### config.mk
export PLATFORM = sky130hd
export DESIGN_NAME = spi_cmd_controller
export DESIGN_NICKNAME = d
export VERILOG_FILES = /design/src/rtl/spi_cmd_controller_pkg.sv /design/src/rtl/spi_cmd_controller_sync.sv /design/src/rtl/spi_cmd_controller.sv
export SDC_FILE = /design/constraint.sdc
export NUM_CORES = 1
export LEC_CHECK = 0
export ABC_AREA = 1
export CAP_MARGIN = 20
export CORE_UTILIZATION = 49
export CTS_BUF_LIST = sky130_fd_sc_hd__clkbuf_4
export DETAILED_ROUTE_END_ITERATION = 12
export PLACE_DENSITY = 0.77
export SLEW_MARGIN = 20
export SYNTH_ARGS = -nofsm -noshare
export SYNTH_HDL_FRONTEND = slang
export SYNTH_HIERARCHICAL = 1
export SYNTH_SLANG_ARGS = --single-unit
### constraint.sdc
create_clock -name CLK -period 1.7 [get_ports CLK]
set_input_delay 0.17 -clock CLK [delete_from_list [all_inputs] [get_ports CLK]]
set_output_delay 0.17 -clock CLK [all_outputs]
set_load 0.01 [all_outputs]
### src/rtl/spi_cmd_controller_pkg.sv
// Shared definitions for the SPI command controller: FSM encoding,
// command word field positions and the response-word builder.
package spi_cmd_controller_pkg;

  // FSM state encoding
  localparam logic [2:0] ST_IDLE    = 3'd0;
  localparam logic [2:0] ST_SHIFT   = 3'd1;
  localparam logic [2:0] ST_CAPTURE = 3'd2;
  localparam logic [2:0] ST_WR_REQ  = 3'd3;
  localparam logic [2:0] ST_RD_REQ  = 3'd4;
  localparam logic [2:0] ST_LOAD    = 3'd5;
  localparam logic [2:0] ST_RESP    = 3'd6;

  // Command word layout: {R/nW, address[6:0], data[7:0]}
  localparam int RW_BIT   = 15;
  localparam int ADDR_MSB = 14;
  localparam int ADDR_LSB = 8;

  // Response word: status bit (1 = access acknowledged) replaces R/nW
  localparam int RESP_STATUS_BIT = 15;

  // Assemble the word shifted back to the master after a read
  function automatic logic [15:0] make_resp(input logic       ok,
                                            input logic [6:0] addr,
                                            input logic [7:0] data);
    logic [15:0] resp;
    resp = '0;
    resp[RESP_STATUS_BIT]   = ok;
    resp[ADDR_MSB:ADDR_LSB] = addr;
    resp[7:0]               = data;
    return resp;
  endfunction

endpackage

### src/rtl/spi_cmd_controller_sync.sv
// Multi-stage synchronizer for a raw SPI pin with registered edge pulses.
// Edges compare the last two synchronized samples, so rise/fall are
// one-cycle pulses aligned one CLK after the synchronized level changes.
module spi_pin_sync #(
  parameter int   SYNC_STAGES = 2,
  parameter logic RESET_VAL   = 1'b0
) (
  input  logic CLK,
  input  logic RST_N,
  input  logic pin,
  output logic rise,
  output logic fall
);

  logic [SYNC_STAGES-1:0] sync_reg;
  logic                   prev_reg;
  logic                   rise_reg;
  logic                   fall_reg;

  // Shift the pin through the synchronizer chain and detect edges
  always_ff @(posedge CLK or negedge RST_N) begin
    if (!RST_N) begin
      sync_reg <= {SYNC_STAGES{RESET_VAL}};
      prev_reg <= RESET_VAL;
      rise_reg <= 1'b0;
      fall_reg <= 1'b0;
    end else begin
      sync_reg <= {sync_reg[SYNC_STAGES-2:0], pin};
      prev_reg <= sync_reg[SYNC_STAGES-1];
      rise_reg <= sync_reg[SYNC_STAGES-1] & ~prev_reg;
      fall_reg <= ~sync_reg[SYNC_STAGES-1] & prev_reg;
    end
  end

  assign rise = rise_reg;
  assign fall = fall_reg;

endmodule

### src/rtl/spi_cmd_controller.sv
// SPI command controller: tracks SPI frames in the CLK domain, decodes
// each 16-bit MOSI word as a register command, runs the req/ack register
// port and preloads the slave's MISO buffer with the read response.
module spi_cmd_controller
  import spi_cmd_controller_pkg::*;
#(
  parameter int WORD_W      = 16,
  parameter int ADDR_W      = 7,
  parameter int DATA_W      = 8,
  parameter int SYNC_STAGES = 2,
  parameter int ACK_TIMEOUT = 15
) (
  input  logic              CLK,
  input  logic              RST_N,
  input  logic              SPI_SCK,
  input  logic              CHIP_SELECT,
  input  logic [WORD_W-1:0] mosi_word,
  output logic [WORD_W-1:0] miso_word,
  output logic              load_miso,
  output logic [ADDR_W-1:0] reg_addr,
  output logic [DATA_W-1:0] reg_wdata,
  output logic              reg_wr,
  output logic              reg_rd,
  input  logic [DATA_W-1:0] reg_rdata,
  input  logic              reg_ack,
  output logic              frame_err,
  output logic              busy
);

  localparam int TMO_W = $clog2(ACK_TIMEOUT + 1);

  logic              sck_rise, sck_fall, cs_rise, cs_fall;
  logic              cs_active_reg;
  logic              bit_open_reg;
  logic              word_done_reg;
  logic [4:0]        bit_cnt_reg;
  logic [WORD_W-1:0] cmd_reg;
  logic [2:0]        state_reg, state_next;
  logic [TMO_W-1:0]  tmo_reg;
  logic              frame_err_reg, err_next;
  logic [ADDR_W-1:0] reg_addr_reg;
  logic [DATA_W-1:0] reg_wdata_reg;
  logic [WORD_W-1:0] miso_word_reg;
  logic              truncated, frame_open, tmo_expire;

  spi_pin_sync #(.SYNC_STAGES(SYNC_STAGES), .RESET_VAL(1'b0)) u_sck_sync (
    .CLK(CLK), .RST_N(RST_N), .pin(SPI_SCK), .rise(sck_rise), .fall(sck_fall)
  );

  spi_pin_sync #(.SYNC_STAGES(SYNC_STAGES), .RESET_VAL(1'b1)) u_cs_sync (
    .CLK(CLK), .RST_N(RST_N), .pin(CHIP_SELECT), .rise(cs_rise), .fall(cs_fall)
  );

  // Frame flag and SCK bit accounting; word_done marks the slave's parallel load
  always_ff @(posedge CLK or negedge RST_N) begin
    if (!RST_N) begin
      cs_active_reg <= 1'b0;
      bit_open_reg  <= 1'b0;
      bit_cnt_reg   <= '0;
      word_done_reg <= 1'b0;
    end else begin
      word_done_reg <= 1'b0;
      if (cs_fall)      cs_active_reg <= 1'b1;
      else if (cs_rise) cs_active_reg <= 1'b0;
      if (!cs_active_reg) begin
        bit_cnt_reg  <= '0;
        bit_open_reg <= 1'b0;
      end else begin
        // A rising edge without its falling edge is a bit still in flight
        if (sck_rise)      bit_open_reg <= 1'b1;
        else if (sck_fall) bit_open_reg <= 1'b0;
        if (sck_fall) begin
          if (bit_cnt_reg + 5'd1 == 5'(WORD_W)) begin
            bit_cnt_reg   <= '0;
            word_done_reg <= 1'b1;
          end else begin
            bit_cnt_reg <= bit_cnt_reg + 5'd1;
          end
        end
      end
    end
  end

  // Capture the slave's parallel word one CLK after word_done so it has settled
  always_ff @(posedge CLK or negedge RST_N) begin
    if (!RST_N)             cmd_reg <= '0;
    else if (word_done_reg) cmd_reg <= mosi_word;
  end

  assign truncated  = (bit_cnt_reg != 5'd0) || bit_open_reg;
  assign frame_open = cs_active_reg && !cs_rise;
  assign tmo_expire = (tmo_reg == TMO_W'(1));

  // FSM state register
  always_ff @(posedge CLK or negedge RST_N) begin
    if (!RST_N) state_reg <= ST_IDLE;
    else        state_reg <= state_next;
  end

  // FSM next-state and error-pulse decode
  always_comb begin
    state_next = state_reg;
    err_next   = 1'b0;
    case (state_reg)
      ST_IDLE:    if (cs_fall) state_next = ST_SHIFT;
      ST_SHIFT: begin
        if (word_done_reg) begin
          state_next = ST_CAPTURE;
        end else if (cs_rise || !cs_active_reg) begin
          state_next = ST_IDLE;
          err_next   = truncated;
        end
      end
      ST_CAPTURE: state_next = cmd_reg[RW_BIT] ? ST_RD_REQ : ST_WR_REQ;
      ST_WR_REQ: begin
        if (reg_ack || tmo_expire) begin
          state_next = frame_open ? ST_SHIFT : ST_IDLE;
          err_next   = !reg_ack;
        end
      end
      ST_RD_REQ: begin
        if (reg_ack || tmo_expire) begin
          state_next = ST_LOAD;
          err_next   = !reg_ack;
        end
      end
      ST_LOAD:    state_next = frame_open ? ST_RESP : ST_IDLE;
      ST_RESP: begin
        if (word_done_reg) begin
          state_next = ST_SHIFT;
        end else if (cs_rise || !cs_active_reg) begin
          state_next = ST_IDLE;
          err_next   = truncated;
        end
      end
      default:    state_next = ST_IDLE;
    endcase
  end

  // Command fields, ack timeout counter, response word and error pulse
  always_ff @(posedge CLK or negedge RST_N) begin
    if (!RST_N) begin
      reg_addr_reg  <= '0;
      reg_wdata_reg <= '0;
      tmo_reg       <= '0;
      miso_word_reg <= '0;
      frame_err_reg <= 1'b0;
    end else begin
      frame_err_reg <= err_next;
      if (state_reg == ST_CAPTURE) begin
        reg_addr_reg  <= cmd_reg[ADDR_MSB:ADDR_LSB];
        reg_wdata_reg <= cmd_reg[DATA_W-1:0];
        tmo_reg       <= TMO_W'(ACK_TIMEOUT);
      end else if (state_reg == ST_WR_REQ || state_reg == ST_RD_REQ) begin
        tmo_reg <= tmo_reg - 1'b1;
      end
      if (state_reg == ST_RD_REQ) begin
        if (reg_ack)         miso_word_reg <= make_resp(1'b1, reg_addr_reg, reg_rdata);
        else if (tmo_expire) miso_word_reg <= make_resp(1'b0, reg_addr_reg, 8'h00);
      end
    end
  end

  // Outputs decoded from the current state
  always_comb begin
    reg_wr    = (state_reg == ST_WR_REQ);
    reg_rd    = (state_reg == ST_RD_REQ);
    load_miso = (state_reg == ST_LOAD);
    busy      = (state_reg != ST_IDLE);
  end

  assign reg_addr  = reg_addr_reg;
  assign reg_wdata = reg_wdata_reg;
  assign miso_word = miso_word_reg;
  assign frame_err = frame_err_reg;

endmodule

### Word-level counts from Yosys, hierarchy flattened

Cells that the tools add are included.
Widths: inputs -> output; s select.

| operators by class | value |
|---|---|
| add/subtract/negate cells | 2 |
| equal/unequal tests | 13 |
| multiplexer cells | 29 |
| bitwise operators | 8 |
| reductions and logical operators | 18 |

Operators with widths:

| cell | number |
|---|---|
| $mux 16 | 2 |
| $mux 3 | 8 |
| $pmux 3 s7 | 1 |
| $mux 5 | 3 |
| $mux 1 | 12 |
| $eq 3x3->1 const B | 3 |
| $mux 4 | 2 |
| $ne 2x1->1 const B | 4 |
| $eq 3x2->1 const B | 2 |
| $reduce_bool 2->1 | 3 |
| $add 5x1->5 const B | 1 |
| $eq 5x5->1 const B | 1 |
| $reduce_bool 5->1 | 1 |
| $and 1x1->1 | 4 |
| $eq 4x1->1 const B | 1 |
| $logic_or 1x1->1 | 4 |
| $not 1->1 | 4 |
| $reduce_or 2->1 | 2 |
| $sub 4x1->4 const B | 1 |
| $eq 3x1->1 const B | 1 |
| $logic_not 1->1 | 3 |
| $logic_not 3->1 | 1 |
| $ne 3x1->1 const B | 1 |
| $reduce_and 3->1 | 1 |
| 4 further kinds | 4 |

| word-level totals | value |
|---|---|
| flip-flop bits (word level) | 73 |
| input port bits | 29 |
| output and inout bits | 36 |
| word-level logic and storage cells | 89 |

### Depth between registers and ports, before layout

| depth | value |
|---|---|
| depth after elaboration | 5 |
| gate-level depth with buffers | 9 |
| gate-level depth less buffers | 9 |

### By module

Netlist, hierarchy kept.

Modules (own cells, without submodules):

| module | instances | cells an instance | area each (um^2) | sequential area each (um^2) |
|---|---|---|---|---|
| spi_cmd_controller | 1 | 309 | 2756.4 | 1576.5 |
| spi_pin_sync (u_cs_sync) | 1 | 9 | 143.9 | 128.9 |
| spi_pin_sync (u_sck_sync) | 1 | 9 | 140.1 | 125.1 |

### Least setup slack after synthesis

Ideal clock, no wire load.

| timing path | value |
|---|---|
| kind | reg-to-reg |
| from | register tmo_reg[0] |
| to | register miso_word_reg[5], in the netlist miso_word[5] |
| library setup time | 65 ps |
| arrival | 1181 ps |
| path slack | 453 ps |
| stages on the path, launching flop included | 8 |
| period minus slack after synthesis | 1247 ps |
| cells stage by stage | dfrtp_1 -> ha_1 -> a21oi_4 -> inv_2 -> nand2_4 -> buf_8 -> nand2_1 -> nand2_1 |

| on the way | value |
|---|---|
| word-level cells in the longest chain between the ends | 3 |

Ends and longest elaborated chain:

| item | line | text |
|---|---|---|
| start, declared | spi_cmd_controller.sv:39 | `logic [TMO_W-1:0] tmo_reg;` |
| start signal, assigned | spi_cmd_controller.sv:153 | `tmo_reg <= TMO_W'(ACK_TIMEOUT);` |
| start signal, assigned | spi_cmd_controller.sv:155 | `tmo_reg <= tmo_reg - 1'b1;` |
| $eq 4x1->1 | spi_cmd_controller.sv:92 | `assign tmo_expire = (tmo_reg == TMO_W'(1));` |
| $reduce_bool 2->1 (no source line) | -- |  |
| $reduce_and 2->1 (no source line) | -- |  |
| end signal, assigned | spi_cmd_controller.sv:158 | `if (reg_ack) miso_word_reg <= make_resp(1'b1, reg_addr_reg, reg_rdata);` |
| end signal, assigned | spi_cmd_controller.sv:159 | `else if (tmo_expire) miso_word_reg <= make_resp(1'b0, reg_addr_reg, 8'h00);` |
| end, declared | spi_cmd_controller.sv:43 | `logic [WORD_W-1:0] miso_word_reg;` |

No other way between the ends.
A chain may end at the register's enable or synchronous reset.

### Worst setup path after layout

| timing path | value |
|---|---|
| from | register state_reg[1] |
| to | register tmo_reg[3] |

| on the way | value |
|---|---|
| word-level cells in the longest chain between the ends | 3 |
| elaborated cells between the ends (all ways) | 6 |

Ends and longest elaborated chain:

| item | line | text |
|---|---|---|
| start, declared | spi_cmd_controller.sv:38 | `logic [2:0] state_reg, state_next;` |
| start signal, assigned | spi_cmd_controller.sv:97 | `else state_reg <= state_next;` |
| $eq 3x2->1 or $eq 3x3->1 (tied branches) | spi_cmd_controller.sv:154 | `end else if (state_reg == ST_WR_REQ \|\| state_reg == ST_RD_REQ) begin` |
| $logic_or 1x1->1 | spi_cmd_controller.sv:154 |  |
| $reduce_bool 2->1 (no source line) | -- |  |

Parallel ways exist; a longest one is shown, timed or not.

==> impl_metrics.py <==
metrics = {
    "placement": {
        "dp_hpwl_um": 4190,
        "placed_cell_area_sq_um": 3750,
        "placedCellCount": 462,
        "pre_cts_ws_ns": 0.204,
        "globalplace.congestion": 0.844,
        "port_buffers": 64,
    },
    "route": {
        "drc": 0,
        "dr.first_iter.drc_count": 164,
        "wire_per_inst_um": 12.8,
        "top_layer_used": "met4",
        "dr.pass1.iters": 4,
        "viasPerCell": 4.88,
        "wl_met2_um": 2940,
        "wl_met1_um": 2940,
        "drtAntennaViolNets": 0,
        "wl_um": 6220,
        "vias": 2371,
        "met3WireLength_um": 232,
    },
    "timing": {
        "hold_viol": 0,
        "skew_ns": 0.0114,
        "tightestPinTransition_ns": 0.382,
        "finalSetupTns_ns": 0,
        "setup_violations": 0,
        "rsz0062_at_grt": "false",
        "drv_slew": 0,
        "min_period_ns": 1.64,
        "slew_headroom": 0.746,
        "max_freq_mhz": 610,
        "worst_slack_ns": 0.0607,
        "fin_crit_sh": 0.964,
    },
    "clocking": {
        "cts_max_level": 3,
        "root_buffer": "clkbuf_4",
        "clock-sinks": 73,
        "cts_tree": "built",
        "clk_pin_slew_ns": 0.10,
        "cts_buffer_depth": 2,
        "clk_latency_ns": 0.40,
        "cts_made_buffers": 9,
    },
    "floorplan": {
        "die_y_um": 80.8,
        "fp.dieArea_sq_um": 6520,
        "core_sq_um": 5960,
        "start_util": 0.511,
        "fp.dieW_um": 80.8,
        "io_pins": 65,
        "rows": 28,
    },
    "finish": {
        "multi_input_comb_area_sq_um": 982,
        "antennaDiodeCount": 0,
        "final_common_cell": "nand2_1",
        "regArea_sq_um": 1830,
        "syn_to_final_growth_pct": 29.9,
        "stdcell_count": 486,
        "final_nets": 439,
        "finalInstanceArea_sq_um": 3950,
        "final_cell_mix": "nand2_1, dfrtp_1, clkdlybuf4s50_1",
        "fill_cells": 507,
        "layout-drive-gt1-share": 0.124,
    },
    "synthesis": {
        "ys_seq_area_frac": 0.602,
        "synth_cells": 327,
        "yosysTopAreaCell": "dfrtp_1",
        "synthDistinctLibCells": 31,
        "synth_area_per_cell_sq_um": 9.30,
        "netlist.area_leader.share": 0.576,
        "yosysWarnings": 6,
        "synth_fp_nets": 360,
        "synth_area_leaders": "dfrtp_1, nand2_1, o21ai_0",
        "netlist_area_sq_um": 3040,
        "ys_ff_latch": 73,
    },
    "min_path": {
        "hp-class": "in2reg",
    },
    "global_routing": {
        "first_global_vias": 2207,
        "grt.overflow.total": 0,
        "grt_max_degree": 60,
        "antenna_found_initial": 0,
        "grt_pass1_wl_um": 10300,
        "grt_usage": 0.215,
    },
    "worst_setup_path": {
        "required_ns": 1.98,
        "crit_start": "state_reg[1]$_DFFE_PN0P_",
        "r2r_cells": 7,
        "crit_path_end_kind": "flop",
        "rrSetupSlack_ns": 0.06,
        "worstPathArrival_ns": 1.92,
        "crit_end": "tmo_reg[3]$_DFFE_PN0P_",
        "path_class": "reg2reg",
        "regToRegStartpoint": "state_reg[1]$_DFFE_PN0P_",
        "regToRegEndpoint": "tmo_reg[3]$_DFFE_PN0P_",
        "cp_max_fo": 34,
        "cp-start-kind": "flop",
    },
    "job": {
        "drv_cap": 0,
    },
    "pwr": {
        "ir_drop_mv": 0.744,
        "p_per_area_nw_per_um2": 1330,
        "leakagePower_nw": 1.98,
    },
    "outcome": {
        "status": "completed",
    },
}
==> layer usage <==
metal | up-vias | GRT usage
met5 | - | 0
met4 | 0 | 0.107
met3 | 10 | 0.0427
met2 | 59 | 0.326
met1 | 1106 | 0.296
li1 | 1196 | -
==> per-stage QoR <==
stage | power (W) | utilization | hold WS, ns
after global placement | 0.00412 | 0.630 | 0.104
after floorplan | 0.00324 | - | -0.126
final | 0.00525 | 0.663 | 0.175
after detailed placement | 0.00420 | 0.630 | 0.106
after CTS | 0.00528 | 0.663 | 0.138
after global routing | 0.00561 | 0.663 | 0.151
==> cell families (layout without fill, tap and decap cells) <==
| family | count (synthesis) | after routing | synth area share |
|---|---|---|---|
| simple gates | 150 | 150 | 0.216 |
| flops | 73 | 73 | 0.602 |
| buf+inv | 50 | 134 | 0.0749 |
| compound gates | 49 | 49 | 0.0872 |
| fa+ha+maj | 4 | 4 | 0.0165 |
| xor+xnor | 1 | 1 | 0.00288 |
==> where the power goes <==
part           total (W)  leakage [nW]  switching, W  internal (W)
combinational    0.00180          1.10      0.000850      0.000945
clock            0.00103        0.0698      0.000572      0.000455
sequential       0.00243         0.803      0.000294       0.00214
==> synthesized netlist by cell type (all sizes together) <==
master and count:
nand4 2, nor2 17, o21ai 40, xor2 1, a21boi 2, buf 7
clkbuf 3, a21oi 5, o211ai 1, dfrtp 70, or2 1, nand3 28
dfstp 3, nor3 2, nand2 100, inv 39, clkinv 1, ha 4
o22ai 1
==> critical path, cell delays in order, from the launching register on <==
cell and delay [ns]:
dfrtp_2 0.45, buf_4 0.15, buf_4 0.13, buf_4 0.14, nand3_4 0.08, buf_4 0.30, a21boi_1 0.20, o21ai_1 0.08
==> worst min-delay path by stage <==
stage / slack, ns / startpoint / end / cells past startpoint
final: 0.18 / CHIP_SELECT / u_cs_sync/sync_reg[0]$_DFF_PN1_ / 1
after global routing: 0.15 / CHIP_SELECT / u_cs_sync/sync_reg[0]$_DFF_PN1_ / 1
after CTS: 0.14 / CHIP_SELECT / u_cs_sync/sync_reg[0]$_DFF_PN1_ / 1
after detailed placement: 0.11 / RST_N / state_reg[1]$_DFFE_PN0P_ / 1
after global placement: 0.10 / RST_N / frame_err$_DFF_PN0_ / 1
after floorplan: -0.13 / RST_N / bit_cnt_reg[0]$_DFFE_PN0P_ / 0
==> layout make-up <==
type,count,area share
timing repair buffer,78,0.189
clock buffer,10,0.0190
inverter,40,0.0399
tap,75,0.0238
clock inverter,6,0.0149
sequential,73,0.465
multi-input combinational,204,0.249
==> repair_timing <==
action                                  in CTS  in global routing
gates resized for setup                      9                  1
buffers inserted                             6                  1
pin swaps                                    1                  0
hold endpoints to repair                    14                  0
endpoints found under the setup margin       4                  1
hold buffers                                 1                  0
Note: power is estimated with default switching activity, not from simulation.
